## src/rtl/ps2_pkg.sv

```systemverilog
// Shared encodings for the PS/2 mouse packet assembler.
package ps2_pkg;

    // Position within a 3-byte stream-mode packet.
    typedef enum logic [1:0] {
        S_B0 = 2'd0,
        S_B1 = 2'd1,
        S_B2 = 2'd2
    } ps2_state_t;

    // Status bytes the mouse may send in stream mode; they are not packet data.
    localparam logic [7:0] PS2_ACK    = 8'hFA;
    localparam logic [7:0] PS2_BAT_OK = 8'hAA;

    // Flags-byte bit positions.
    localparam int FLG_LEFT    = 0;
    localparam int FLG_RIGHT   = 1;
    localparam int FLG_MIDDLE  = 2;
    localparam int FLG_ALWAYS1 = 3;
    localparam int FLG_XSIGN   = 4;
    localparam int FLG_YSIGN   = 5;
    localparam int FLG_XOVF    = 6;
    localparam int FLG_YOVF    = 7;

    function automatic logic is_status_byte(input logic [7:0] b);
        return (b == PS2_ACK) || (b == PS2_BAT_OK);
    endfunction

endpackage

```

## src/rtl/pos_clamp_acc.sv

```systemverilog
// Single-axis cursor accumulator: adds (or subtracts) a 9-bit signed delta,
// ignores the delta when its overflow flag is set, and clamps to 0..LIMIT-1.
module pos_clamp_acc #(
    parameter int LIMIT  = 640,
    parameter int POS_W  = 10,
    parameter bit INVERT = 1'b0
) (
    input  logic             clk,
    input  logic             reset,
    input  logic             commit,
    input  logic [8:0]       delta,
    input  logic             ovf,
    output logic [POS_W-1:0] pos
);
    import ps2_pkg::*;

    localparam logic [POS_W-1:0]  INIT  = POS_W'(LIMIT / 2);
    localparam logic [POS_W-1:0]  MAX_U = POS_W'(LIMIT - 1);
    localparam logic signed [11:0] MAX_S = 12'(LIMIT - 1);

    logic signed [11:0] d_eff;
    logic signed [11:0] cur;
    logic signed [11:0] nxt;
    logic [POS_W-1:0]   clamped;

    // Candidate position with 12-bit signed headroom, then clamp to the screen.
    always_comb begin
        d_eff   = ovf ? 12'sd0 : {{3{delta[8]}}, delta};
        cur     = signed'(12'(pos));
        nxt     = INVERT ? (cur - d_eff) : (cur + d_eff);
        clamped = nxt[POS_W-1:0];
        if (nxt < 12'sd0) begin
            clamped = '0;
        end else if (nxt > MAX_S) begin
            clamped = MAX_U;
        end
    end

    // Position register, updated only when a packet commits.
    always_ff @(posedge clk) begin
        if (reset) begin
            pos <= INIT;
        end else if (commit) begin
            pos <= clamped;
        end
    end

endmodule

```

## src/rtl/ps2_mouse_packet.sv

```systemverilog
// Assembles PS/2 stream-mode bytes into 3-byte mouse packets, decodes them and
// tracks a clamped absolute cursor position.
//
// Input handshake: rx_done is a one-cycle strobe with rx_data valid in the same
// cycle. There is no ready/back-pressure; every strobe is consumed, including
// strobes on consecutive cycles.
module ps2_mouse_packet #(
    parameter int SCREEN_W       = 640,
    parameter int SCREEN_H       = 480,
    parameter int POS_W          = 10,
    parameter int TIMEOUT_CYCLES = 100000
) (
    input  logic              clk,
    input  logic              reset,
    input  logic              rx_done,
    input  logic [7:0]        rx_data,
    output logic              pkt_valid,
    output logic              btn_left,
    output logic              btn_right,
    output logic              btn_middle,
    output logic signed [8:0] dx,
    output logic signed [8:0] dy,
    output logic              x_ovf,
    output logic              y_ovf,
    output logic [POS_W-1:0]  pos_x,
    output logic [POS_W-1:0]  pos_y,
    output logic              sync_err,
    output logic [1:0]        state_dbg
);
    import ps2_pkg::*;

    localparam int CNT_W = $clog2(TIMEOUT_CYCLES);
    localparam logic [CNT_W-1:0] CNT_MAX = CNT_W'(TIMEOUT_CYCLES - 1);

    ps2_state_t       state, state_nx;
    logic [7:0]       flags_q;
    logic [7:0]       x_q;
    logic [CNT_W-1:0] idle_cnt;
    logic             timeout_hit;
    logic             latch_flags, latch_x, commit, framing_err, timeout;
    logic [8:0]       dx_new, dy_new;

    assign state_dbg   = state;
    // rx_done wins over an expiring timer in the same cycle.
    assign timeout_hit = (idle_cnt == CNT_MAX) && !rx_done;
    assign dx_new      = {flags_q[FLG_XSIGN], x_q};
    assign dy_new      = {flags_q[FLG_YSIGN], rx_data};

    // FSM state register.
    always_ff @(posedge clk) begin
        if (reset) begin
            state <= S_B0;
        end else begin
            state <= state_nx;
        end
    end

    // Next state and per-cycle control strobes.
    always_comb begin
        state_nx    = state;
        latch_flags = 1'b0;
        latch_x     = 1'b0;
        commit      = 1'b0;
        framing_err = 1'b0;
        timeout     = 1'b0;
        case (state)
            S_B0: begin
                if (rx_done) begin
                    if (is_status_byte(rx_data)) begin
                        state_nx = S_B0;
                    end else if (!rx_data[FLG_ALWAYS1]) begin
                        framing_err = 1'b1;
                    end else begin
                        latch_flags = 1'b1;
                        state_nx    = S_B1;
                    end
                end
            end
            S_B1: begin
                if (rx_done) begin
                    latch_x  = 1'b1;
                    state_nx = S_B2;
                end else if (timeout_hit) begin
                    timeout  = 1'b1;
                    state_nx = S_B0;
                end
            end
            S_B2: begin
                if (rx_done) begin
                    commit   = 1'b1;
                    state_nx = S_B0;
                end else if (timeout_hit) begin
                    timeout  = 1'b1;
                    state_nx = S_B0;
                end
            end
            default: state_nx = S_B0;
        endcase
    end

    // Idle counter: cleared by every byte, saturates at the timeout value.
    always_ff @(posedge clk) begin
        if (reset || rx_done) begin
            idle_cnt <= '0;
        end else if (idle_cnt != CNT_MAX) begin
            idle_cnt <= idle_cnt + 1'b1;
        end
    end

    // Byte capture, decoded outputs and status pulses.
    always_ff @(posedge clk) begin
        if (reset) begin
            flags_q    <= '0;
            x_q        <= '0;
            pkt_valid  <= 1'b0;
            sync_err   <= 1'b0;
            btn_left   <= 1'b0;
            btn_right  <= 1'b0;
            btn_middle <= 1'b0;
            dx         <= '0;
            dy         <= '0;
            x_ovf      <= 1'b0;
            y_ovf      <= 1'b0;
        end else begin
            pkt_valid <= commit;
            sync_err  <= framing_err | timeout;
            if (latch_flags) flags_q <= rx_data;
            if (latch_x)     x_q     <= rx_data;
            if (commit) begin
                btn_left   <= flags_q[FLG_LEFT];
                btn_right  <= flags_q[FLG_RIGHT];
                btn_middle <= flags_q[FLG_MIDDLE];
                dx         <= dx_new;
                dy         <= dy_new;
                x_ovf      <= flags_q[FLG_XOVF];
                y_ovf      <= flags_q[FLG_YOVF];
            end
        end
    end

    pos_clamp_acc #(.LIMIT(SCREEN_W), .POS_W(POS_W), .INVERT(1'b0)) u_acc_x (
        .clk    (clk),
        .reset  (reset),
        .commit (commit),
        .delta  (dx_new),
        .ovf    (flags_q[FLG_XOVF]),
        .pos    (pos_x)
    );

    // Screen Y grows downward while mouse dy is positive upward.
    pos_clamp_acc #(.LIMIT(SCREEN_H), .POS_W(POS_W), .INVERT(1'b1)) u_acc_y (
        .clk    (clk),
        .reset  (reset),
        .commit (commit),
        .delta  (dy_new),
        .ovf    (flags_q[FLG_YOVF]),
        .pos    (pos_y)
    );

endmodule
```

## config.mk

```make
export PLATFORM = sky130hd
export DESIGN_NAME = ps2_mouse_packet
export DESIGN_NICKNAME = d
export VERILOG_FILES = /design/src/rtl/ps2_pkg.sv /design/src/rtl/pos_clamp_acc.sv /design/src/rtl/ps2_mouse_packet.sv
export SDC_FILE = /design/constraint.sdc
export NUM_CORES = 1
export LEC_CHECK = 0
export BUFFER_PORTS_ARGS = -buffer_cell sky130_fd_sc_hd__clkbuf_2
export CELL_PAD_IN_SITES_DETAIL_PLACEMENT = 2
export CELL_PAD_IN_SITES_GLOBAL_PLACEMENT = 2
export CORE_ASPECT_RATIO = 2
export CORE_MARGIN = 1.5
export CORE_UTILIZATION = 34
export CTS_BUF_LIST = sky130_fd_sc_hd__clkbuf_4 sky130_fd_sc_hd__clkbuf_8 sky130_fd_sc_hd__clkbuf_16
export DETAILED_ROUTE_END_ITERATION = 7
export PLACE_DENSITY = 0.86
export SLEW_MARGIN = 20
export SYNTH_ARGS = -nofsm -noshare
export SYNTH_HDL_FRONTEND = slang
export SYNTH_SLANG_ARGS = --single-unit
```

## constraint.sdc

```tcl
create_clock -name clk -period 3.8 [get_ports clk]
set_input_delay 1.14 -clock clk [delete_from_list [all_inputs] [get_ports clk]]
set_output_delay 1.14 -clock clk [all_outputs]
set_load 0.02 [all_outputs]
```

==> flow_summary.yaml, run 1 <==
worst_hold_path:
  hold_path.class: "register to register"
floorplanning:
  pin_count: 58
  start_util: 0.349
  floorplan.core_area_um2: 12600
  die_area_um2: 13700
  std_cell_rows: 58
  die_h_um: 164
  dieWidth_um: 83.5
pwr:
  leakage_nw: 2.11
  cellPowerDensity_nw_per_um2: 414
  peakVddDrop_mv: 0.266
clock_tree:
  htreeDepth: 3
  clock_sinks: 79
  insertion_delay_ps: 340
  numCtsBuffers: 9
  clk_transition_reported_paths_ps: 60
  tritoncts: "built"
  cts-root-buf: "sky130_fd_sc_hd__clkbuf_16"
  cts_max_path_bufs: 2
setup_path:
  cp_max_fo: 3
  timing.critical_path.from_type: "primary input"
  type_of_the_worst_setup_path: "primary input to register"
  crit_required_ps: 4010
  endpoint_kind: "register"
  arrival_time_at_the_worst_endpoint_ps: 3840
logic_synthesis:
  synth.net_count: 576
  synth_top_cell_by_area: "sky130_fd_sc_hd__dfxtp_1"
  synthTopCellsByArea: "sky130_fd_sc_hd__dfxtp_1 36%, sky130_fd_sc_hd__ha_1 8.0%, sky130_fd_sc_hd__a21oi_1 7.3%"
  synth.ff_latch_count: 79
  synth_async_sr_flop_share: 0
  synthesized_instance_count: 535
  post_synthesis_cell_type_count: 63
  synth.avg_cell_area_um2: 8.23
  count_of_flip_flops_with_a_built_in_enable_after_synthesis: 0
  netlist.area_leader.share: 0.359
  yosysMostFrequentCell: "sky130_fd_sc_hd__nand2_1"
  synth_common_cells: "81 x sky130_fd_sc_hd__nand2_1, 79 x sky130_fd_sc_hd__dfxtp_1, 64 x sky130_fd_sc_hd__a21oi_1, 40 x sky130_fd_sc_hd__nor2_1, 28 x sky130_fd_sc_hd__ha_1"
  synth.cell_area_um2: 4400
  synthesis.yosys.warnings: 0
  synth_seq_area_share: 0.359
  ys.flop_type: "sky130_fd_sc_hd__dfxtp_1"
timing:
  timing_max_transition_violations_final: 0
  fin_ws_ps: 173
  min_period_ps: 3630
  hold_violations: 0
  period_share: 0.955
  finalSetupViolations: 0
  max_freq_mhz: 276
  grt_setup_unrepaired: "false"
  worstMarginPinSlew_ps: 614
  worst_slew_margin_rel: 0.587
  fin_worst_skew_ps: 10.1
route:
  detail_route.iter0.violations: 137
  drt-vias-per-instance: 5.76
  drt-wirelength-per-cell_um: 21.6
  post-route-drc-count: 0
  postRouteAntennaNets: 0
  vias: 4323
  drt-total-wl_mm: 16.2
  drt_first_pass_iters: 4
global_route:
  wire_length_of_the_first_global_routing_pass_mm: 26.0
  sum_of_overflow_across_all_layers_after_global_routing: 0
  first_global_vias: 4944
  largest_net_degree_at_the_start_of_global_routing: 43
  grt_use_total: 0.244
  antenna_found_initial: 0
place:
  detailedPlacementHpwl_mm: 11.9
  placement.io_buffers: 57
  post-place-cells: 734
  gpl.final_weighted_congestion: 0.864
  pre_cts_slack_ps: -114
finish:
  syn_to_final_growth_pct: 17.8
  insertedDiodeCount: 0
  drive_gt1_frac: 0.167
  finalNetCount: 636
  layout.cells.non_filler: 750
job:
  cap_viol_max_count: 0
run_status:
  run_status: "complete, no violations"
layout by cell type, fill, tap and decap left out, types with 3 or more instances in the layout:
cell type / synthesis / routed
sky130_fd_sc_hd__a21o_1: 3 / 3
sky130_fd_sc_hd__a31oi_1: 7 / 7
sky130_fd_sc_hd__o21a_1: 6 / 6
sky130_fd_sc_hd__a32oi_1: 4 / 4
sky130_fd_sc_hd__mux2i_1: 9 / 9
sky130_fd_sc_hd__a32o_1: 3 / 3
sky130_fd_sc_hd__nor2_1: 40 / 40
sky130_fd_sc_hd__xor2_1: 14 / 14
sky130_fd_sc_hd__clkbuf_2: 0 / 57
sky130_fd_sc_hd__xnor2_1: 18 / 18
sky130_fd_sc_hd__nand4_1: 3 / 3
sky130_fd_sc_hd__nand2b_1: 10 / 10
sky130_fd_sc_hd__a41oi_1: 3 / 3
sky130_fd_sc_hd__nand3_1: 18 / 18
sky130_fd_sc_hd__inv_1: 20 / 20
sky130_fd_sc_hd__dfxtp_1: 79 / 79
sky130_fd_sc_hd__nor3_1: 8 / 8
sky130_fd_sc_hd__clkbuf_16: 0 / 9
sky130_fd_sc_hd__and2_1: 4 / 4
sky130_fd_sc_hd__nand2_1: 81 / 81
sky130_fd_sc_hd__a21oi_1: 64 / 64
sky130_fd_sc_hd__a211oi_1: 5 / 5
sky130_fd_sc_hd__a221o_1: 3 / 3
sky130_fd_sc_hd__ha_1: 28 / 28
sky130_fd_sc_hd__and3_1: 4 / 4
sky130_fd_sc_hd__o21ai_0: 7 / 6
sky130_fd_sc_hd__buf_4: 1 / 15
sky130_fd_sc_hd__nor2b_1: 17 / 17
sky130_fd_sc_hd__a21boi_0: 5 / 5
sky130_fd_sc_hd__a22oi_1: 8 / 8
layer usage:
| metal | global-route usage | up-vias | share of wire |
|---|---|---|---|
| li1 | - | 2002 | - |
| met1 | 0.236 | 2170 | 0.35 |
| met2 | 0.483 | 94 | 0.58 |
| met3 | 0.0367 | 57 | 0.025 |
| met4 | 0.139 | 0 | 0.045 |
| met5 | 0 | - | 0 |
worst max-delay path, cell delays in order:
cell and delay (ps):
sky130_fd_sc_hd__clkbuf_2 90, sky130_fd_sc_hd__nor2b_1 130, sky130_fd_sc_hd__ha_1 190, sky130_fd_sc_hd__inv_1 60
sky130_fd_sc_hd__fa_1 450, sky130_fd_sc_hd__a21oi_1 290, sky130_fd_sc_hd__o211ai_1 140, sky130_fd_sc_hd__a31oi_1 370
sky130_fd_sc_hd__a211oi_1 220, sky130_fd_sc_hd__a221o_1 340, sky130_fd_sc_hd__a21oi_1 280, sky130_fd_sc_hd__a21oi_1 140
state kept, by name, summed over array words and instances (netlist names):
| name | flops |
|---|---|
| idle_cnt | 17 |
| u_acc_x.pos | 10 |
| u_acc_y.pos | 10 |
| dx | 9 |
| dy | 9 |
| x_q | 8 |
| flags_q | 7 |
| state_dbg | 2 |
| btn_left | 1 |
| btn_middle | 1 |
| btn_right | 1 |
| pkt_valid | 1 |
| sync_err | 1 |
| x_ovf | 1 |
| y_ovf | 1 |
power breakdown:
part / switching [mW] / internal (mW)
registers: 0.0261 / 0.849
clock network: 0.373 / 0.521
logic: 0.245 / 0.133
kinds of logic (layout without fill, tap and decap cells):
family          after synthesis  count (layout)  share of synthesized area
mux                          10              10                     0.0230
flops                        79              79                      0.359
compound gates              138             138                      0.205
buf+inv                      43             108                     0.0412
fa+ha+maj                    30              30                     0.0887
xor+xnor                     32              32                     0.0637
simple gates                203             203                      0.219
layout make-up:
class	count	area (µm²)
Inverter	20	75.1
Clock buffer	10	233
Sequential cell	79	1580
Multi-Input combinational cell	413	2640
Clock inverter	6	68.8
Fill cell	1479	7440
Timing Repair Buffer	72	398
Tap cell	150	188
stage by stage:
stage          instance area, µm²  power (mW)  hold slack (ps)   util  setup TNS (ps)
2_1_floorplan                4400        1.13              432      -               0
3_3_place_gp                 4880        1.23              445  0.387               0
3_5_place_dp                 4880        1.25              451  0.387            -397
4_1_cts                      5180        2.16              459  0.410               0
5_1_grt                      5190        2.23              485  0.411               0
6_report                     5190        2.15              454  0.411               0
path summary, 6_finish.rpt:
kind / start / to / slack (ps) / cells past startpoint
min: dy[6] / dy[6] / 450 / 2
min reg2reg: dy[6] / dy[6] / 450 / 2
max reg2reg: flags_q[6] / u_acc_x.pos[8] / 330 / 10
max: rx_data[0] / u_acc_y.pos[8] / 170 / 12
what timing repair did:
| action | 4_1_cts | 5_1_grt |
|---|---|---|
| resized for setup | 0 | 2 |
| setup endpoints to repair | 0 | 6 |
| hold endpoints to repair | 0 | 0 |
| hold buffers | 0 | 0 |
| setup buffers | 0 | 0 |
No activity file was read; power rests on OpenSTA's default activity.
==> run 2: changes to the inputs <==
--- a/config.mk
+++ b/config.mk
@@ -5,15 +5,15 @@
 export SDC_FILE = /design/constraint.sdc
 export NUM_CORES = 1
 export LEC_CHECK = 0
-export BUFFER_PORTS_ARGS = -buffer_cell sky130_fd_sc_hd__clkbuf_2
 export CELL_PAD_IN_SITES_DETAIL_PLACEMENT = 2
 export CELL_PAD_IN_SITES_GLOBAL_PLACEMENT = 2
 export CORE_ASPECT_RATIO = 2
 export CORE_MARGIN = 1.5
-export CORE_UTILIZATION = 34
+export CORE_UTILIZATION = 35
 export CTS_BUF_LIST = sky130_fd_sc_hd__clkbuf_4 sky130_fd_sc_hd__clkbuf_8 sky130_fd_sc_hd__clkbuf_16
 export DETAILED_ROUTE_END_ITERATION = 7
-export PLACE_DENSITY = 0.86
+export DONT_BUFFER_PORTS = 1
+export PLACE_DENSITY = 0.81
 export SLEW_MARGIN = 20
 export SYNTH_ARGS = -nofsm -noshare
 export SYNTH_HDL_FRONTEND = slang
==> run 2 against run 1 <==
Against the previous run: critical path depth shrank 1; wire length down 7.6%; clock power decreased by 6.4%; first-iteration DRC count fell by 12%; via count is 7.9% lower; register-to-register slack improved by 140 ps; design area is 7.3% lower; total power is 5.1% lower; maximum frequency rose by 6.5%; critical path type unchanged; critical endpoint is now u_acc_y.pos[0]; largest cell class unchanged; largest power group is now registers.
==> flow_summary.yaml, run 2 (synthesis results as in run 1) <==
job:
  cap_viol_max_count: 0
place:
  dpl_cell_area_um2: 4520
  detailedPlacementHpwl_mm: 11.4
  placement.io_buffers: 0
  gpl.final_weighted_congestion: 0.814
setup_path:
  crit_slowest_cell: "sky130_fd_sc_hd__fa_1"
  crit_path_max_incr_delay_ps: 410
  crit_required_ps: 3990
  cp_max_fo: 6
  critical_path.cell_chain: "nor2b_1 > ha_1 > inv_1 > fa_1 > a21oi_1 > o211ai_1 > a31oi_1 > a211oi_1 > a211o_1 > o21ai_0 > a41oi_1"
  arrival_time_at_the_worst_endpoint_ps: 3590
  worst_r2r_start: "flags_q[6]"
  setup.reg_to_reg.worst_slack_ps: 470
  timing.critical_path.from_type: "primary input"
  rr_worst_depth: 10
  endpoint_kind: "register"
  type_of_the_worst_setup_path: "primary input to register"
  crit_start: "rx_data[0]"
clock_tree:
  clock_sinks: 79
  tritoncts: "built"
  numCtsBuffers: 9
  post_cts_buffers: 0
  cts-root-buf: "sky130_fd_sc_hd__clkbuf_16"
  insertion_delay_ps: 340
  htreeDepth: 3
  clk_transition_reported_paths_ps: 60
  cts_max_path_bufs: 2
  total_of_cells_resized_after_clock_tree_synthesis: 0
  cts_hold_buffers_added: 0
run_status:
  run_status: "complete, no violations"
worst_hold_path:
  hold_path.class: "register to register"
  worstHoldStart: "flags_q[2]"
  hold-path-cell-count: 2
timing:
  fin_worst_hold_slack_ps: 457
  period_share: 0.896
  timing_max_transition_violations_final: 0
  hold_violations: 0
  max_freq_mhz: 294
  finalSetupViolations: 0
  worstMarginPinSlew_ps: 733
  min_period_ps: 3400
  grt_setup_unrepaired: "false"
  fin_worst_skew_ps: 6.57
  setup_tns_ps: 0
  worst_slew_margin_rel: 0.510
finish:
  reg.largest.list: "idle_cnt (17), u_acc_x.pos (10), u_acc_y.pos (10)"
  drive_gt1_frac: 0.0618
  max_flop_register: "idle_cnt"
  most_frequent_cells_in_the_layout: "81 x sky130_fd_sc_hd__nand2_1, 79 x sky130_fd_sc_hd__dfxtp_1, 64 x sky130_fd_sc_hd__a21oi_1, 40 x sky130_fd_sc_hd__nor2_1, 28 x sky130_fd_sc_hd__ha_1"
  insertedDiodeCount: 0
  syn_to_final_growth_pct: 9.27
  finalNetCount: 570
  fill_cells: 1388
  stdcell_area_um2: 4810
  max_ffs_per_register: 17
  mostFrequentLayoutCell: "sky130_fd_sc_hd__nand2_1"
pwr:
  leakage_nw: 1.80
  peakVddDrop_mv: 0.227
  final_total_pwr_mw: 2.04
  cellPowerDensity_nw_per_um2: 424
global_route:
  antenna_found_initial: 0
  largest_net_degree_at_the_start_of_global_routing: 54
  grt_use_total: 0.239
  first_global_vias: 4486
  wire_length_of_the_first_global_routing_pass_mm: 23.7
  sum_of_overflow_across_all_layers_after_global_routing: 0
floorplanning:
  floorplan.core_area_um2: 12200
  dieWidth_um: 82.3
  die_h_um: 162
  start_util: 0.361
  die_area_um2: 13300
  std_cell_rows: 57
  pin_count: 58
route:
  detail_route.iter0.violations: 120
  postRouteAntennaNets: 0
  drt-vias-per-instance: 5.84
  post-route-drc-count: 0
  drt-total-wl_mm: 15.0
  vias: 3980
  drt-wirelength-per-cell_um: 22.0
  drt_first_pass_iters: 4
[run 2: layer usage]
layer  GRT usage  vias up  share of wire
met5           0        -              0
met4       0.125        0          0.043
met3      0.0542       38          0.040
met2       0.449       90           0.57
met1       0.228     1980           0.34
li1            -     1872              -
[run 2: layout make-up]
class	instances	area, µm²	area share
Timing Repair Buffer	6	45.0	0.00937
Clock inverter	5	32.5	0.00676
Clock buffer	11	253	0.0525
Sequential cell	79	1580	0.329
Tap cell	147	184	0.0382
Multi-Input combinational cell	413	2640	0.549
Inverter	20	75.1	0.0156
[run 2: power by group]
group / internal, mW / switching (mW) / total, mW
sequential: 0.849 / 0.0383 / 0.887
clock: 0.476 / 0.361 / 0.837
combinational: 0.116 / 0.196 / 0.313
[run 2: metrics by stage]
stage / std cells / util / setup slack (ps)
6_report: 681 / 0.394 / 396
5_1_grt: 681 / 0.394 / 209
4_1_cts: 681 / 0.394 / 428
3_5_place_dp: 665 / 0.371 / 78.1
3_3_place_gp: 665 / 0.371 / 221
2_1_floorplan: 535 / - / 352
[run 2: worst paths after layout]
check,end
hold reg to reg,btn_middle
setup / recovery,u_acc_y.pos[0]
setup reg to reg,u_acc_x.pos[2]
hold / removal,btn_middle
[run 2: worst max-delay path, delay by kind of cell]
| kind | cells | cell delay (ps) |
|---|---|---|
| buffers and inverters | 1 | 50 |
| AOI/OAI and AO/OA | 7 | 1690 |
| and+or+nand+nor | 1 | 120 |
| adders and majority gates | 2 | 580 |
==> run 3: changes to the inputs <==
--- a/config.mk
+++ b/config.mk
@@ -13,7 +13,7 @@
 export CTS_BUF_LIST = sky130_fd_sc_hd__clkbuf_4 sky130_fd_sc_hd__clkbuf_8 sky130_fd_sc_hd__clkbuf_16
 export DETAILED_ROUTE_END_ITERATION = 7
 export DONT_BUFFER_PORTS = 1
-export PLACE_DENSITY = 0.81
+export PLACE_DENSITY = 0.86
 export SLEW_MARGIN = 20
 export SYNTH_ARGS = -nofsm -noshare
 export SYNTH_HDL_FRONTEND = slang
==> run 3 against run 2 <==
Against the previous run: via count grew 2.0%; first-iteration DRC count grew 16%; sequential cell count is the same; sequential share of layout area is essentially flat; cell count grew 0.15%; design area grew 0.10%; setup slack lost 190 ps; total power is essentially flat; critical path depth is the same; wire length grew 4.0%; global-route usage grew 0.79 points; utilization is essentially flat; highest routed layer unchanged.
==> flow_summary.yaml, run 3 (synthesis results as in run 1) <==
global_route:
  grt_use_total: 0.247
  first_global_vias: 4632
  largest_net_degree_at_the_start_of_global_routing: 54
  wire_length_of_the_first_global_routing_pass_mm: 24.5
  sum_of_overflow_across_all_layers_after_global_routing: 0
  antenna_found_initial: 0
setup_path:
  crit_path_max_incr_delay_ps: 650
  timing.critical_path.from_type: "primary input"
  critical_path.cell_chain: "nor2b_1 > ha_1 > inv_1 > fa_1 > a21oi_1 > o211ai_1 > a31oi_1 > a211oi_1 > a21oi_1 > o21ai_0 > a41oi_1"
  kind_of_cell_adding_the_most_delay_to_the_critical_path: "compound AO/OA/AOI/OAI gates"
  cp_max_fo: 6
  crit_buf_inv: 1
  crit_required_ps: 3980
  endpoint_kind: "register"
  arrival_time_at_the_worst_endpoint_ps: 3780
  type_of_the_worst_setup_path: "primary input to register"
  crit_top_cell: "sky130_fd_sc_hd__a21oi_1"
  crit_slowest_cell: "sky130_fd_sc_hd__o21ai_0"
clock_tree:
  cts_max_path_bufs: 2
  total_of_cells_resized_after_clock_tree_synthesis: 0
  cts-root-buf: "sky130_fd_sc_hd__clkbuf_16"
  insertion_delay_ps: 340
  clk_transition_reported_paths_ps: 70
  numCtsBuffers: 9
  post_cts_buffers: 0
  tritoncts: "built"
  clock_sinks: 79
  cts_hold_buffers_added: 0
  htreeDepth: 3
pwr:
  peakVddDrop_mv: 0.288
  cellPowerDensity_nw_per_um2: 423
  final_total_pwr_mw: 2.04
  leakage_nw: 1.80
timing:
  fin_worst_skew_ps: 6.21
  timing_max_transition_violations_final: 0
  setup_tns_ps: 0
  finalSetupViolations: 0
  max_freq_mhz: 278
  fin_ws_ps: 201
  grt_setup_unrepaired: "false"
  worstMarginPinSlew_ps: 784
  hold_violations: 0
  period_share: 0.947
  worst_slew_margin_rel: 0.472
  min_period_ps: 3600
job:
  cap_viol_max_count: 0
route:
  drt-wirelength-per-cell_um: 22.8
  postRouteAntennaNets: 0
  drt-total-wl_mm: 15.6
  post-route-drc-count: 0
  detail_route.iter0.violations: 139
  drt_first_pass_iters: 4
  drt-vias-per-instance: 5.95
  vias: 4059
worst_hold_path:
  hold_path.class: "register to register"
finish:
  drive_gt1_frac: 0.0636
  finalNetCount: 571
  max_flop_register: "idle_cnt"
  reg.largest.list: "idle_cnt (17), u_acc_x.pos (10), u_acc_y.pos (10)"
  fill_cells: 1380
  insertedDiodeCount: 0
  max_ffs_per_register: 17
  syn_to_final_growth_pct: 9.38
  most_frequent_cells_in_the_layout: "81 x sky130_fd_sc_hd__nand2_1, 79 x sky130_fd_sc_hd__dfxtp_1, 64 x sky130_fd_sc_hd__a21oi_1, 40 x sky130_fd_sc_hd__nor2_1, 28 x sky130_fd_sc_hd__ha_1"
  stdcell_area_um2: 4810
  mostFrequentLayoutCell: "sky130_fd_sc_hd__nand2_1"
  fin_util: 0.395
floorplanning:
  die_h_um: 162
  pin_count: 58
  std_cell_rows: 57
  floorplan.core_area_um2: 12200
  dieWidth_um: 82.3
  start_util: 0.361
  die_area_um2: 13300
place:
  detailedPlacementHpwl_mm: 11.4
  gpl.final_weighted_congestion: 0.835
  pre_cts_slack_ps: -5.15
  placement.io_buffers: 0
  dpl_cell_area_um2: 4530
run_status:
  run_status: "complete, no violations"
## run 3: cell count changes in the layout (fill, tap and decap cells not counted)
cell                       change
sky130_fd_sc_hd__buf_4         +1
sky130_fd_sc_hd__clkbuf_8      -2
sky130_fd_sc_hd__clkinv_2      -2
sky130_fd_sc_hd__clkinv_4      +2
sky130_fd_sc_hd__inv_6         +2
## run 3: worst paths after layout
| kind | startpoint | end | slack, ps | cells past startpoint |
|---|---|---|---|---|
| setup reg to reg | flags_q[6] | u_acc_x.pos[8] | 420 | 10 |
| hold / removal | flags_q[2] | btn_middle | 460 | 2 |
| setup / recovery | rx_data[0] | u_acc_y.pos[0] | 200 | 11 |
| hold reg to reg | flags_q[2] | btn_middle | 460 | 2 |
## run 3: power by group
group          switching, mW  leakage, nW  total, mW  internal [mW]
registers             0.0397        0.638      0.888          0.849
logic                  0.202         1.03      0.319          0.117
clock network          0.381        0.129      0.830          0.449
## run 3: final cells by class
cell class / count / area (µm²) / area share
Sequential cell: 79 / 1580 / 0.328
Inverter: 20 / 75.1 / 0.0156
Tap cell: 147 / 184 / 0.0382
Clock buffer: 9 / 225 / 0.0468
Clock inverter: 7 / 57.6 / 0.0120
Multi-Input combinational cell: 413 / 2640 / 0.548
Timing Repair Buffer: 7 / 52.6 / 0.0109
## run 3: routing by layer
| metal | routed length, µm | global-route usage | vias up |
|---|---|---|---|
| met3 | 671 | 0.0463 | 46 |
| met2 | 8870 | 0.469 | 97 |
| met5 | 0 | 0 | - |
| met4 | 709 | 0.119 | 0 |
| li1 | - | - | 1870 |
| met1 | 5300 | 0.241 | 2046 |
## run 3: worst min-delay path: stages, from the launching register on
cell                      delay [ps]
sky130_fd_sc_hd__dfxtp_1         320
sky130_fd_sc_hd__nand2_1          60
sky130_fd_sc_hd__a21oi_1          50
## run 3: through the flow
step | cells | hold slack [ps]
CTS | 682 | 463
global placement | 666 | 437
global route | 682 | 491
floorplan | 535 | 432
detailed placement | 666 | 453
finish | 682 | 461
